## config.mk

```make
export PLATFORM = sky130hd
export DESIGN_NAME = rd_busy_scoreboard
export DESIGN_NICKNAME = d
export VERILOG_FILES = /design/src/rtl/rd_busy_scoreboard_pkg.sv /design/src/rtl/rd_busy_scoreboard_slot.sv /design/src/rtl/rd_busy_scoreboard.sv
export SDC_FILE = /design/constraint.sdc
export NUM_CORES = 1
export LEC_CHECK = 0
export CAP_MARGIN = 20
export CORE_AREA = 2 2 130 132
export DETAILED_ROUTE_END_ITERATION = 8
export DIE_AREA = 0 0 132 134
export PLACE_DENSITY = 0.8
export SLEW_MARGIN = 20
export SYNTH_ARGS = -nofsm -noshare
export SYNTH_HDL_FRONTEND = slang
export SYNTH_SLANG_ARGS = --single-unit
export TNS_END_PERCENT = 1
```

## constraint.sdc

```tcl
create_clock -name clk -period 3 [get_ports clk]
set_input_delay 0.75 -clock clk [delete_from_list [all_inputs] [get_ports clk]]
set_output_delay 0.75 -clock clk [all_outputs]
set_load 0.02 [all_outputs]
```

## src/rtl/rd_busy_scoreboard_pkg.sv

```systemverilog
// ---------------------------------------------------------------------------
// rd_busy_scoreboard_pkg
//   Shared types and constants for the in-flight destination scoreboard.
//   - slot_t      : per-unit tracking state (valid, rd, is_fp, cnt)
//   - NUM_RDS     : default number of tracked execute units
//   - RD_ADDR_WIDTH, LAT_WIDTH : default field widths used by slot_t
//   - DIV_UNIT    : unit index of the integer divider (first slot)
//   - src_match() : class-aware register compare used by the hazard logic
// ---------------------------------------------------------------------------
package rd_busy_scoreboard_pkg;

  localparam int NUM_RDS       = 9;
  localparam int RD_ADDR_WIDTH = 5;
  localparam int LAT_WIDTH     = 5;
  localparam int DIV_UNIT      = 0;

  typedef struct packed {
    logic                     valid;
    logic [RD_ADDR_WIDTH-1:0] rd;
    logic                     is_fp;
    logic [LAT_WIDTH-1:0]     cnt;
  } slot_t;

  // True when a tracked slot destination names the same architectural
  // register as a decode operand. Integer x0 is hardwired, so it never
  // matches; FP f0 is a real register and does.
  function automatic logic src_match(
    input logic [RD_ADDR_WIDTH-1:0] slot_rd,
    input logic                     slot_fp,
    input logic [RD_ADDR_WIDTH-1:0] src,
    input logic                     src_fp
  );
    return (slot_rd == src) && (slot_fp == src_fp) && (src_fp || (src != '0));
  endfunction

endpackage

```

## src/rtl/rd_busy_scoreboard_slot.sv

```systemverilog
// ---------------------------------------------------------------------------
// scoreboard_slot
//   State for one execute-unit slot. An accepted issue has top priority,
//   then a kill (writeback or WAW clear), then the latency countdown.
//   Ports:
//     clk, reset_n  : clock, asynchronous active-low reset
//     i_load        : issue accepted for this slot this cycle
//     i_kill        : wb_done or clear_rd for this slot
//     i_rd, i_is_fp, i_latency : issued destination and latency
//     o_valid, o_rd, o_is_fp   : registered slot fields
//     o_busy        : slot valid and result not yet at MEM
// ---------------------------------------------------------------------------
module scoreboard_slot
  import rd_busy_scoreboard_pkg::*;
(
  input  logic                     clk,
  input  logic                     reset_n,
  input  logic                     i_load,
  input  logic                     i_kill,
  input  logic [RD_ADDR_WIDTH-1:0] i_rd,
  input  logic                     i_is_fp,
  input  logic [LAT_WIDTH-1:0]     i_latency,
  output logic                     o_valid,
  output logic [RD_ADDR_WIDTH-1:0] o_rd,
  output logic                     o_is_fp,
  output logic                     o_busy
);

  slot_t r_slot;

  always_ff @(posedge clk or negedge reset_n) begin
    if (!reset_n) begin
      r_slot <= '0;
    end else if (i_load) begin
      // Integer x0 writes are accepted but never tracked.
      r_slot.valid <= i_is_fp || (i_rd != '0);
      r_slot.rd    <= i_rd;
      r_slot.is_fp <= i_is_fp;
      r_slot.cnt   <= i_latency;
    end else if (i_kill) begin
      r_slot.valid <= 1'b0;
      r_slot.cnt   <= '0;
    end else if (r_slot.cnt != '0) begin
      r_slot.cnt   <= r_slot.cnt - 1'b1;
    end
  end

  assign o_valid = r_slot.valid;
  assign o_rd    = r_slot.rd;
  assign o_is_fp = r_slot.is_fp;
  assign o_busy  = r_slot.valid && (r_slot.cnt != '0);

endmodule

```

## src/rtl/rd_busy_scoreboard.sv

```systemverilog
// ---------------------------------------------------------------------------
// rd_busy_scoreboard
//   Tracks the destination register of the instruction in flight in each
//   multi-cycle execute unit (unit 0 = integer divider, 1..N-1 = FP) and
//   flags decode-stage RAW/WAW hazards against that registered state.
//   Ports:
//     clk, reset_n          : clock, asynchronous active-low reset
//     issue_*               : issue request (unit, rd, class, latency)
//     wb_done, clear_rd     : per-unit writeback / kill
//     rs1..rs3, *_is_fp, rs3_used, new_rd, reg_write_new, FP_reg_write_new
//                           : decode-stage operands for hazard checks
//     rd_used               : flattened slot rd array, slot i at [i*W +: W]
//     all_uu_rd_busy        : slot valid with latency countdown non-zero
//     reg_write_unit, FP_reg_write_unit : slot valid and of that class
//     raw_hazard, waw_hazard: decode hazards (no same-cycle bypass)
//     issue_reject          : combinational pulse when an issue is dropped
//   The slot field widths come from the package; rd_addr_width and
//   lat_width must stay equal to RD_ADDR_WIDTH and LAT_WIDTH.
// ---------------------------------------------------------------------------
module rd_busy_scoreboard
  import rd_busy_scoreboard_pkg::*;
#(
  parameter int num_rds       = NUM_RDS,
  parameter int rd_addr_width = RD_ADDR_WIDTH,
  parameter int lat_width     = LAT_WIDTH
) (
  input  logic                             clk,
  input  logic                             reset_n,
  input  logic                             issue_valid,
  input  logic [$clog2(num_rds)-1:0]       issue_unit,
  input  logic [rd_addr_width-1:0]         issue_rd,
  input  logic                             issue_is_fp,
  input  logic [lat_width-1:0]             issue_latency,
  input  logic [num_rds-1:0]               wb_done,
  input  logic [num_rds-1:0]               clear_rd,
  input  logic [rd_addr_width-1:0]         rs1,
  input  logic [rd_addr_width-1:0]         rs2,
  input  logic [rd_addr_width-1:0]         rs3,
  input  logic                             rs1_is_fp,
  input  logic                             rs2_is_fp,
  input  logic                             rs3_used,
  input  logic [rd_addr_width-1:0]         new_rd,
  input  logic                             reg_write_new,
  input  logic                             FP_reg_write_new,
  output logic [num_rds*rd_addr_width-1:0] rd_used,
  output logic [num_rds-1:0]               all_uu_rd_busy,
  output logic [num_rds-1:0]               reg_write_unit,
  output logic [num_rds-1:0]               FP_reg_write_unit,
  output logic                             raw_hazard,
  output logic                             waw_hazard,
  output logic                             issue_reject
);

  localparam int UW = $clog2(num_rds);

  logic [num_rds-1:0] w_valid;
  logic [num_rds-1:0] w_is_fp;
  logic [num_rds-1:0] w_kill;
  logic [num_rds-1:0] w_hit;
  logic [num_rds-1:0] w_load;
  logic [num_rds-1:0] w_slot_reject;
  logic [num_rds-1:0] w_raw_hit;
  logic [num_rds-1:0] w_waw_hit;
  logic               w_unit_oor;

  // issue_unit is wide enough to name units that do not exist.
  assign w_unit_oor = ({{(32-UW){1'b0}}, issue_unit} >= 32'(num_rds));

  genvar gi;
  generate
    for (gi = DIV_UNIT; gi < num_rds; gi++) begin : g_slot
      logic [rd_addr_width-1:0] w_rd;

      assign w_kill[gi] = wb_done[gi] || clear_rd[gi];
      assign w_hit[gi]  = issue_valid && (issue_unit == UW'(gi));
      // A busy slot only takes a new entry when the old one leaves the
      // same cycle; otherwise the issue is dropped.
      assign w_load[gi]        = w_hit[gi] && (!w_valid[gi] || w_kill[gi]);
      assign w_slot_reject[gi] = w_hit[gi] && w_valid[gi] && !w_kill[gi];

      scoreboard_slot u_slot (
        .clk       (clk),
        .reset_n   (reset_n),
        .i_load    (w_load[gi]),
        .i_kill    (w_kill[gi]),
        .i_rd      (issue_rd),
        .i_is_fp   (issue_is_fp),
        .i_latency (issue_latency),
        .o_valid   (w_valid[gi]),
        .o_rd      (w_rd),
        .o_is_fp   (w_is_fp[gi]),
        .o_busy    (all_uu_rd_busy[gi])
      );

      assign rd_used[gi*rd_addr_width +: rd_addr_width] = w_rd;
      assign reg_write_unit[gi]    = w_valid[gi] && !w_is_fp[gi];
      assign FP_reg_write_unit[gi] = w_valid[gi] &&  w_is_fp[gi];

      // Hazards look only at registered slot state, never at this cycle's
      // issue/writeback/clear inputs.
      assign w_raw_hit[gi] = w_valid[gi] && (
                               src_match(w_rd, w_is_fp[gi], rs1, rs1_is_fp) ||
                               src_match(w_rd, w_is_fp[gi], rs2, rs2_is_fp) ||
                               (rs3_used && src_match(w_rd, w_is_fp[gi], rs3, 1'b1)));

      assign w_waw_hit[gi] = w_valid[gi] && (
                               (reg_write_new    && src_match(w_rd, w_is_fp[gi], new_rd, 1'b0)) ||
                               (FP_reg_write_new && src_match(w_rd, w_is_fp[gi], new_rd, 1'b1)));
    end
  endgenerate

  assign raw_hazard = |w_raw_hit;
  assign waw_hazard = |w_waw_hit;

  // Gated with reset_n so every output reads 0 while reset is asserted.
  assign issue_reject = reset_n && issue_valid && (w_unit_oor || (|w_slot_reject));

endmodule

```

; ---- Word-level counts from Yosys, hierarchy flattened
; Cells that the tools add are included.
[word_totals]
ff_bits = 108
out_inout_bits = 75
mem_bits_rw = 0
latch_bits = 0
n_memories = 0
in_bits = 61
mem_bits_ro = 0
word_cells = 455
[classes]
n_bitwise = 9
n_shift = 0
mux = 45
div = 0
n_reduce_logical = 293
magnitude_cmp = 1
mul = 0
n_eq_ne = 62
addsub = 9
[op_table]
columns = operator, count
row1 = $logic_and A1 B1 Y1, 182
row2 = $eq A5 B5 Y1, 36
row3 = $mux W5, 27
row4 = $reduce_bool A5 Y1, 13
row5 = $logic_or A1 B1 Y1, 49
row6 = $sub A5 B1 Y5 const B, 9
row7 = $logic_not A1 Y1, 27
row8 = $reduce_bool A3 Y1, 9
row9 = $reduce_or A9 Y1, 3
row10 = $eq A1 B1 Y1, 18
row11 = $mux W1, 18
row12 = $reduce_bool A2 Y1, 9
row13 = $eq A4 B3 Y1 const B, 4
row14 = $not A1 Y1, 9
row15 = $eq A4 B2 Y1 const B, 2
row16 = $eq A4 B1 Y1 const B, 1
row17 = $eq A4 B4 Y1 const B, 1
row18 = $ge A4 B4 Y1 const B, 1
row19 = $logic_not A4 Y1, 1

; ---- Logic depth before layout (Yosys ltp)
; Gate-level depths: netlist of run 1.
[depth]
ltp_word = 7
ltp_mapped = 7
mapped_depth_nobuf = 7

; ---- By module
; From an unflattened synthesis of run 1, not the netlist that was laid out.
[unflattened]
cells_unflattened = 865
area_unflattened_um2 = 8469.4
[modules_own_cells]
columns = module, area_per_inst_um2, seq_area_each_um2, instances, cells_per_inst
row1 = scoreboard_slot, 595.6, 300.3, 9, 48
row2 = rd_busy_scoreboard, 3109.2, 0.0, 1, 433

; ---- Worst setup path after synthesis of run 1
; OpenSTA, ideal clock, no wires.
[synth_path]
path_kind = in2out
start = input rs2[3]
end = output raw_hazard
path_stages = 7
path_buffers = 1
path_slack_ns = 0.215
t_required_ns = 2.250
arrival_ns = 2.035
cell_sequence = buf_2 nor4_2 nand2_2 nand4_1 a31oi_1 nor4_1 nand4_1
[synth_via]
elab_chain_cells = 7
elab_cells_between_ends = 57
cone_classes = 9 x eq/ne / 48 x reduce/logical
[synth_lines]
columns = item, line_no
row1 = "start, declared", rd_busy_scoreboard.sv:37  ; input logic [rd_addr_width-1:0] rs2,
row2 = $eq A5 B5 Y1 or $reduce_bool A5 Y1 (tied branches), rd_busy_scoreboard_pkg.sv:33  ; return (slot_rd == src) && (slot_fp == src_fp) && (src_fp || (src != '0));
row3 = $logic_and A1 B1 Y1 or $logic_or A1 B1 Y1 (tied branches), rd_busy_scoreboard_pkg.sv:33
row4 = $logic_and A1 B1 Y1, rd_busy_scoreboard_pkg.sv:33
row5 = $logic_or A1 B1 Y1, rd_busy_scoreboard.sv:102  ; src_match(w_rd, w_is_fp[gi], rs1, rs1_is_fp) ||
row6 = $logic_or A1 B1 Y1, rd_busy_scoreboard.sv:103  ; src_match(w_rd, w_is_fp[gi], rs2, rs2_is_fp) ||
row7 = $logic_and A1 B1 Y1, rd_busy_scoreboard.sv:101  ; assign w_raw_hit[gi] = w_valid[gi] && (
row8 = $reduce_or A9 Y1 (*), rd_busy_scoreboard.sv:112  ; assign raw_hazard = |w_raw_hit;
row9 = "end, declared", rd_busy_scoreboard.sv:49  ; output logic raw_hazard,
; Every way passes the cells marked *; elsewhere a longest branch is shown, timed or not.

; ---- Worst setup path after layout of run 1
[layout_path]
start = input new_rd[2]
end = output waw_hazard
[layout_via]
elab_chain_cells = 7
elab_cells_between_ends = 74
cone_classes = 9 x eq/ne / 65 x reduce/logical
[layout_lines]
columns = item, line_no
row1 = "start, declared", rd_busy_scoreboard.sv:42  ; input logic [rd_addr_width-1:0] new_rd,
row2 = $eq A5 B5 Y1, rd_busy_scoreboard_pkg.sv:33
row3 = $logic_and A1 B1 Y1 (2 in a row), rd_busy_scoreboard_pkg.sv:33
row4 = $logic_and A1 B1 Y1, rd_busy_scoreboard.sv:107  ; (reg_write_new && src_match(w_rd, w_is_fp[gi], new_rd, 1'b0)) ||
row5 = $logic_or A1 B1 Y1, rd_busy_scoreboard.sv:107
row6 = $logic_and A1 B1 Y1, rd_busy_scoreboard.sv:106  ; assign w_waw_hit[gi] = w_valid[gi] && (
row7 = $reduce_or A9 Y1 (*), rd_busy_scoreboard.sv:113  ; assign waw_hazard = |w_waw_hit;
row8 = "end, declared", rd_busy_scoreboard.sv:50  ; output logic waw_hazard,
; Marks and branches as above.

==> out/metrics.cfg, run 1 <==
[floorplan]
number_of_cell_rows=47
num_io_pins=136
initial_cell_density_of_the_core=0.542
placeableCoreArea_um2=16300
die-width_um=132
design.die.area_um2=17700
die-height_um=134

[layout]
final.fill_count=1050
antennaDiodeCount=0
most-common-layout-cells=160 x sky130_fd_sc_hd__buf_4, 110 x sky130_fd_sc_hd__xor2_1, 108 x sky130_fd_sc_hd__dfrtp_1
layout.cells.most_common=sky130_fd_sc_hd__buf_4
final_layout_size_suffix_gt1_frac=0.298
synthToLayoutAreaGrowth_pct=35.5
final_net_count=1224
final_core_utilization=0.734

[routing]
route.detailed.vias_per_inst=6.25
drt-total-wl_um=34100
ant_nets=0
drt_first_pass_iters=8
remaining_drc_errors=0
drtIter0Drc=1004
route.vias.total=8569
route.detailed.wl_per_inst_um=24.9

[synth]
yosys-mux-area-fraction=0.0663
ys_warn_count=0
fraction_of_registers_with_async_set_reset=1.00
yosys_register_bits=108
largest_family_of_logic_cells_by_synthesized_area=XOR/XNOR gates
synth.yosys.seq_area_share=0.306
synth_compound_gate_area_share=0.0862
synth_enable_flop_cells=0
syn_inst=960
synth_xor_xnor_area_share=0.227
syn-cell-area_um2=8830
synthSimpleGateAreaFrac=0.160
synthesis.nets=1039
synth_flop_cell=sky130_fd_sc_hd__dfrtp_1
synth_cell_type_count=45
postSynthAreaPerCell_um2=9.20
synth-adder-area-share=0.0255

[worst_setup_path]
worst_setup_path_end_kind=primary output
regToRegStartpoint=g_slot[2].u_slot.r_slot[0]$_DFFE_PN0P_
critPathSlowestCell=sky130_fd_sc_hd__nand4_1
crit_arrival_ns=2.75
reg2reg_depth=7
critical-path-max-stage-delay_ns=0.41
startpoint_to_endpoint_class_of_the_critical_path=input port to primary output
critical_path.cell_chain=buf_2 > buf_12 > xnor2_1 > nand4_1 > a2111oi_2 > buf_4 > nor2_1 > nand3_1 > a311o_1 > buf_6
setup_slack_on_the_worst_flop_to_flop_path_ns=1.36
path_max_fanout=5
critical_path_source_type=input port
end_of_the_worst_register_to_register_path=g_slot[2].u_slot.r_slot[1]$_DFFE_PN0P_
worst_ep_required_ns=2.25

[job]
max_cap_violations=0

[placed_design]
gp_congestion=1.01
dpl_worst_slack_ns=-1.03
portBuffers=135
detailed_place_hpwl_um=20400

[timing]
setup_viol=2
grt_setup_unrepaired=yes
setup_slack_ns=-0.497
max_slew.worst_pin.slew_ns=0.812
fin_crit_sh=1.17
fmax_ghz=0.286
whs_ns=0.183
period_needed_ns=3.50
setup_tns_ns=-0.785
finClkSkew_ns=0.00934
final_hold_viol_count=0
relSlewSlack=0.458
timing_max_transition_violations_final=0

[outcome]
outcome=finished, violations left
failed_checks=setup timing

[global_routing]
wire_length_of_the_first_global_routing_pass_um=46600
grt_start_max_net_pins=59
antenna_found_initial=0
grt_util_all_layers=0.345
global_route.overflow_total=0
first_global_vias=8256

[clocking]
cts-buffers-inserted=9
clock_tree.root_cell=sky130_fd_sc_hd__clkbuf_16
htree_num_levels=3
cts_tree=yes
clkLatencyLatePin_ns=0.37
cts_num_sinks=108
clkTransAtPathRegs_ns=0.07
cts-root-to-sink-buffers=2

[pwr]
power.total_w=0.00795
ir_worst_vdd_mv=0.353
power_per_cell_area_nw_per_um2=664
p_leak_nw=5.02

[worst_hold_path]
min_path_type=input port to asynchronous set/reset pin

[cells by family after synthesis]
family                     Yosys count
and+or+nand+nor                    268
xor gates and xnor gates           229
adders and majority gates           18
DFF                                108
AOI/OAI and AO/OA                  108
buffers and inverters              177
muxes                               52
[worst max path at each step]
stage                     startpoint    endpoint  slack (ns)  depth (start not counted)
after floorplan               rs2[3]  raw_hazard        0.21                          7
after global placement     new_rd[4]  waw_hazard       -0.99                         10
after detailed placement   new_rd[0]  waw_hazard       -1.03                         10
after CTS                     rs3[0]  raw_hazard       -0.08                          9
after global routing       new_rd[2]  waw_hazard       -0.54                         10
final                      new_rd[2]  waw_hazard       -0.50                         10
[repair_timing]
action,4_1_cts,5_1_grt
gates resized for setup,172,53
cloned,5,0
hold buffers,0,0
buffers inserted,16,11
pin swaps,61,31
setup endpoints to repair,3,5
[cell usage after synthesis, drive strengths merged, types with 8 or more instances]
| cell | instances | share of area |
|---|---|---|
| a21oi | 20 | 0.018 |
| a22o | 10 | 0.0099 |
| and2 | 9 | 0.0064 |
| buf | 126 | 0.10 |
| clkbuf | 22 | 0.015 |
| dfrtp | 108 | 0.31 |
| ha | 18 | 0.026 |
| inv | 29 | 0.012 |
| mux2 | 52 | 0.066 |
| nand2 | 90 | 0.039 |
| nand2b | 9 | 0.0064 |
| nand3 | 8 | 0.0045 |
| nand4 | 37 | 0.026 |
| nor2 | 47 | 0.020 |
| nor3 | 15 | 0.0091 |
| nor4 | 30 | 0.023 |
| nor4b | 9 | 0.015 |
| o21ai | 33 | 0.019 |
| o31ai | 22 | 0.019 |
| xnor2 | 112 | 0.11 |
| xor2 | 117 | 0.12 |
[registers in the layout, summed over array words and instances (netlist names)]
signal and count:
g_slot.u_slot.o_is_fp 9, g_slot.u_slot.o_rd 45, g_slot.u_slot.r_slot 45, g_slot.u_slot.o_valid 9
[per-stage QoR]
stage          cell area [µm²]  std cells
3_5_place_dp             10800       1327
6_report                 12000       1370
4_1_cts                  11700       1360
3_3_place_gp             10800       1327
5_1_grt                  12000       1370
2_1_floorplan             8830        960
[where the power goes]
group / switching, W / internal (W) / leakage, nW
sequential: 0.000611 / 0.00181 / 1.40
combinational: 0.00205 / 0.00205 / 3.46
clock: 0.000644 / 0.000774 / 0.168
total: 0.00331 / 0.00464 / 5.02
[layout make-up]
| cell class | instances | area, µm² | share of cell area |
|---|---|---|---|
| multi-input combinational | 675 | 5470 | 0.457 |
| timing repair buffer | 322 | 3060 | 0.256 |
| sequential | 108 | 2700 | 0.226 |
| tap | 220 | 275 | 0.0230 |
| clock buffer | 10 | 239 | 0.0200 |
| inverter | 29 | 114 | 0.00952 |
| clock inverter | 6 | 105 | 0.00879 |
[worst max-delay path, delay by kind of cell]
kind,cells,cell delay (ns)
xor+xnor,1,0.20
compound gates,2,0.61
buf+inv,4,0.64
simple gates,3,0.55
[metal layers]
| metal | share of wire | GRT usage | routed length [µm] | up-vias |
|---|---|---|---|---|
| met1 | 0.36 | 0.420 | 12200 | 4052 |
| met4 | 0.083 | 0.252 | 2820 | 0 |
| li1 | - | - | - | 3529 |
| met5 | 0 | 0 | 0 | - |
| met3 | 0.11 | 0.0654 | 3710 | 282 |
| met2 | 0.45 | 0.548 | 15400 | 706 |
No activity file was read; power rests on OpenSTA's default activity.
==> run 2, diff against run 1 <==
Settings changed: SETUP_SLACK_MARGIN from default to 0.3.
==> out/metrics.cfg, run 2 (synthesis results as in run 1) <==
[outcome]
outcome=finished, violations left  ; unchanged
failed_checks=setup timing  ; unchanged

[floorplan]
die-height_um=134  ; unchanged
placeableCoreArea_um2=16300  ; unchanged
initial_cell_density_of_the_core=0.542  ; unchanged
num_io_pins=136  ; unchanged
number_of_cell_rows=47  ; unchanged
design.die.area_um2=17700  ; unchanged
die-width_um=132  ; unchanged

[layout]
most-common-layout-cells=174 x sky130_fd_sc_hd__buf_4, 113 x sky130_fd_sc_hd__xor2_1, 109 x sky130_fd_sc_hd__xnor2_1  ; was 160 x sky130_fd_sc_hd__buf_4, 110 x sky130_fd_sc_hd__xor2_1, 108 x sky130_fd_sc_hd__dfrtp_1
antennaDiodeCount=0  ; unchanged
final_core_utilization=0.721  ; was 0.734
synthToLayoutAreaGrowth_pct=32.9  ; was 35.5%
layout.cell_area.non_filler_um2=11700  ; was 12000 µm²
final_layout_size_suffix_gt1_frac=0.280  ; was 0.298
final_net_count=1235  ; was 1224
layout.cells.most_common=sky130_fd_sc_hd__buf_4  ; unchanged

[placed_design]
portBuffers=135  ; unchanged
detailed_place_hpwl_um=20700  ; was 20400 µm
detailed_place.area_um2=10800  ; about the same
gp_congestion=0.996  ; was 1.01

[clocking]
cts-buffers-inserted=9  ; unchanged
cts-root-to-sink-buffers=2  ; unchanged
clkLatencyLatePin_ns=0.36  ; was 0.37 ns
clock_tree.root_cell=sky130_fd_sc_hd__clkbuf_16  ; unchanged
cts_hold_buf=0  ; unchanged
clkTransAtPathRegs_ns=0.08  ; was 0.07 ns
cts_tree=yes  ; unchanged
cts_num_sinks=108  ; unchanged
htree_num_levels=3  ; unchanged

[worst_setup_path]
startpoint_to_endpoint_class_of_the_critical_path=input port to primary output  ; unchanged
setup_slack_on_the_worst_flop_to_flop_path_ns=1.42  ; was 1.36 ns
path_max_fanout=3  ; was 5
critical_path_source_type=input port  ; unchanged
worst_ep_required_ns=2.25  ; about the same
worst_setup_path_end_kind=primary output  ; unchanged
crit_arrival_ns=2.57  ; was 2.75 ns
reg2reg_depth=8  ; was 7

[timing]
fmax_ghz=0.301  ; was 0.286 GHz
setup_slack_ns=-0.318  ; was -0.497 ns
period_needed_ns=3.32  ; was 3.50 ns
relSlewSlack=0.378  ; was 0.458
setup_viol=3  ; was 2
fin_crit_sh=1.11  ; was 1.17
setup_tns_ns=-0.631  ; was -0.785 ns
timing_max_transition_violations_final=0  ; unchanged
final_hold_viol_count=0  ; unchanged
finClkSkew_ns=0.00788  ; was 0.00934 ns
max_slew.worst_pin.slew_ns=0.932  ; was 0.812 ns
grt_setup_unrepaired=yes  ; unchanged

[global_routing]
grt_most_used_layer=met2  ; unchanged
globalRouteMet3Util=0.0650  ; was 0.0654
wire_length_of_the_first_global_routing_pass_um=45500  ; was 46600 µm
first_global_vias=8281  ; was 8256
grt_start_max_net_pins=74  ; was 59
grt_util_all_layers=0.333  ; was 0.345
global_route.overflow_total=0  ; unchanged
gr-usage-met2=0.545  ; was 0.548
global_route.usage.met1=0.410  ; was 0.420
antenna_found_initial=1  ; was 0

[routing]
route.detailed.wl_per_inst_um=21.4  ; was 24.9 µm
route.vias.total=8026  ; was 8569
route.detailed.vias_per_inst=5.82  ; was 6.25
drt-total-wl_um=29500  ; was 34100 µm
ant_nets=0  ; unchanged
remaining_drc_errors=0  ; unchanged
drt_first_pass_iters=6  ; was 8
drtIter0Drc=835  ; was 1004

[pwr]
p_leak_nw=5.07  ; was 5.02 nW
ir_worst_vdd_mv=0.372  ; was 0.353 mV
power_per_cell_area_nw_per_um2=658  ; was 664 nW/µm²
power.total_w=0.00773  ; was 0.00795 W

[worst_hold_path]
min_path_type=input port to asynchronous set/reset pin  ; unchanged

[job]
max_cap_violations=0  ; unchanged

-- run 2: cell types whose count changed in the layout (fill, tap and decap cells not counted), moves of 4 or more --
cell and change:
sky130_fd_sc_hd__a31oi_1 +4, sky130_fd_sc_hd__buf_12 -8, sky130_fd_sc_hd__buf_2 +4, sky130_fd_sc_hd__buf_4 +14, sky130_fd_sc_hd__clkdlybuf4s50_1 -7, sky130_fd_sc_hd__nor4_1 +5, sky130_fd_sc_hd__nor4_2 -4, sky130_fd_sc_hd__nor4b_2 -6
sky130_fd_sc_hd__nor4b_4 +6, sky130_fd_sc_hd__xnor2_1 +6, sky130_fd_sc_hd__xnor2_2 -5
-- run 2: cell type report --
class / instances / area, µm²
clock buffer: 10 / 229
timing repair buffer: 333 / 3030
clock inverter: 5 / 61.3
sequential: 108 / 2700
inverter: 29 / 113
tap: 220 / 275
fill: 1139 / 4550
multi-input combinational: 675 / 5330
-- run 2: stage by stage --
step,setup slack [ns],hold WS (ns),std cells
floorplan,0.300,0.454,960
global placement,-1.17,0.524,1341
detailed placement,-1.10,0.534,1341
CTS,-0.136,0.538,1380
global route,-0.331,0.560,1380
finish,-0.318,0.529,1380
-- run 2: what timing repair did --
item | CTS | global route
setup buffers | 20 | 0
cloned | 4 | 0
pin swaps | 42 | 4
setup endpoints to repair | 12 | 6
gates resized for setup | 158 | 12
-- run 2: per-layer routing --
layer,vias to the layer above,wire [µm]
met3,144,2480
met5,-,13
li1,3559,-
met2,449,13700
met1,3872,11500
met4,2,1720
-- run 2: report_power, final --
group          total [W]  switching [W]  internal [W]
clock network    0.00121       0.000560      0.000649
logic            0.00410        0.00195       0.00215
registers        0.00242       0.000599       0.00182
total            0.00773        0.00311       0.00462
-- run 2: path summary, 6_finish.rpt --
check                                                  startpoint                                     end
setup / recovery                                        rs2_is_fp                              raw_hazard
hold / removal                                            reset_n    g_slot[3].u_slot.o_rd[0]$_DFFE_PN0P_
setup reg to reg           g_slot[5].u_slot.r_slot[0]$_DFFE_PN0P_  g_slot[5].u_slot.r_slot[1]$_DFFE_PN0P_
hold reg to reg              g_slot[6].u_slot.o_is_fp$_DFFE_PN0P_    g_slot[6].u_slot.o_is_fp$_DFFE_PN0P_
max in group asynchronous                                 reset_n  g_slot[0].u_slot.r_slot[4]$_DFFE_PN0P_
min in group clk             g_slot[6].u_slot.o_is_fp$_DFFE_PN0P_    g_slot[6].u_slot.o_is_fp$_DFFE_PN0P_
-- run 2: critical path: stages --
cell                      delay, ns
sky130_fd_sc_hd__buf_2         0.14
sky130_fd_sc_hd__buf_4         0.15
sky130_fd_sc_hd__xor2_1        0.16
sky130_fd_sc_hd__nor4_2        0.37
sky130_fd_sc_hd__nand4_1       0.22
sky130_fd_sc_hd__a31oi_1       0.24
sky130_fd_sc_hd__nor4_2        0.09
sky130_fd_sc_hd__buf_4         0.15
sky130_fd_sc_hd__nand4_1       0.13
sky130_fd_sc_hd__buf_4         0.16
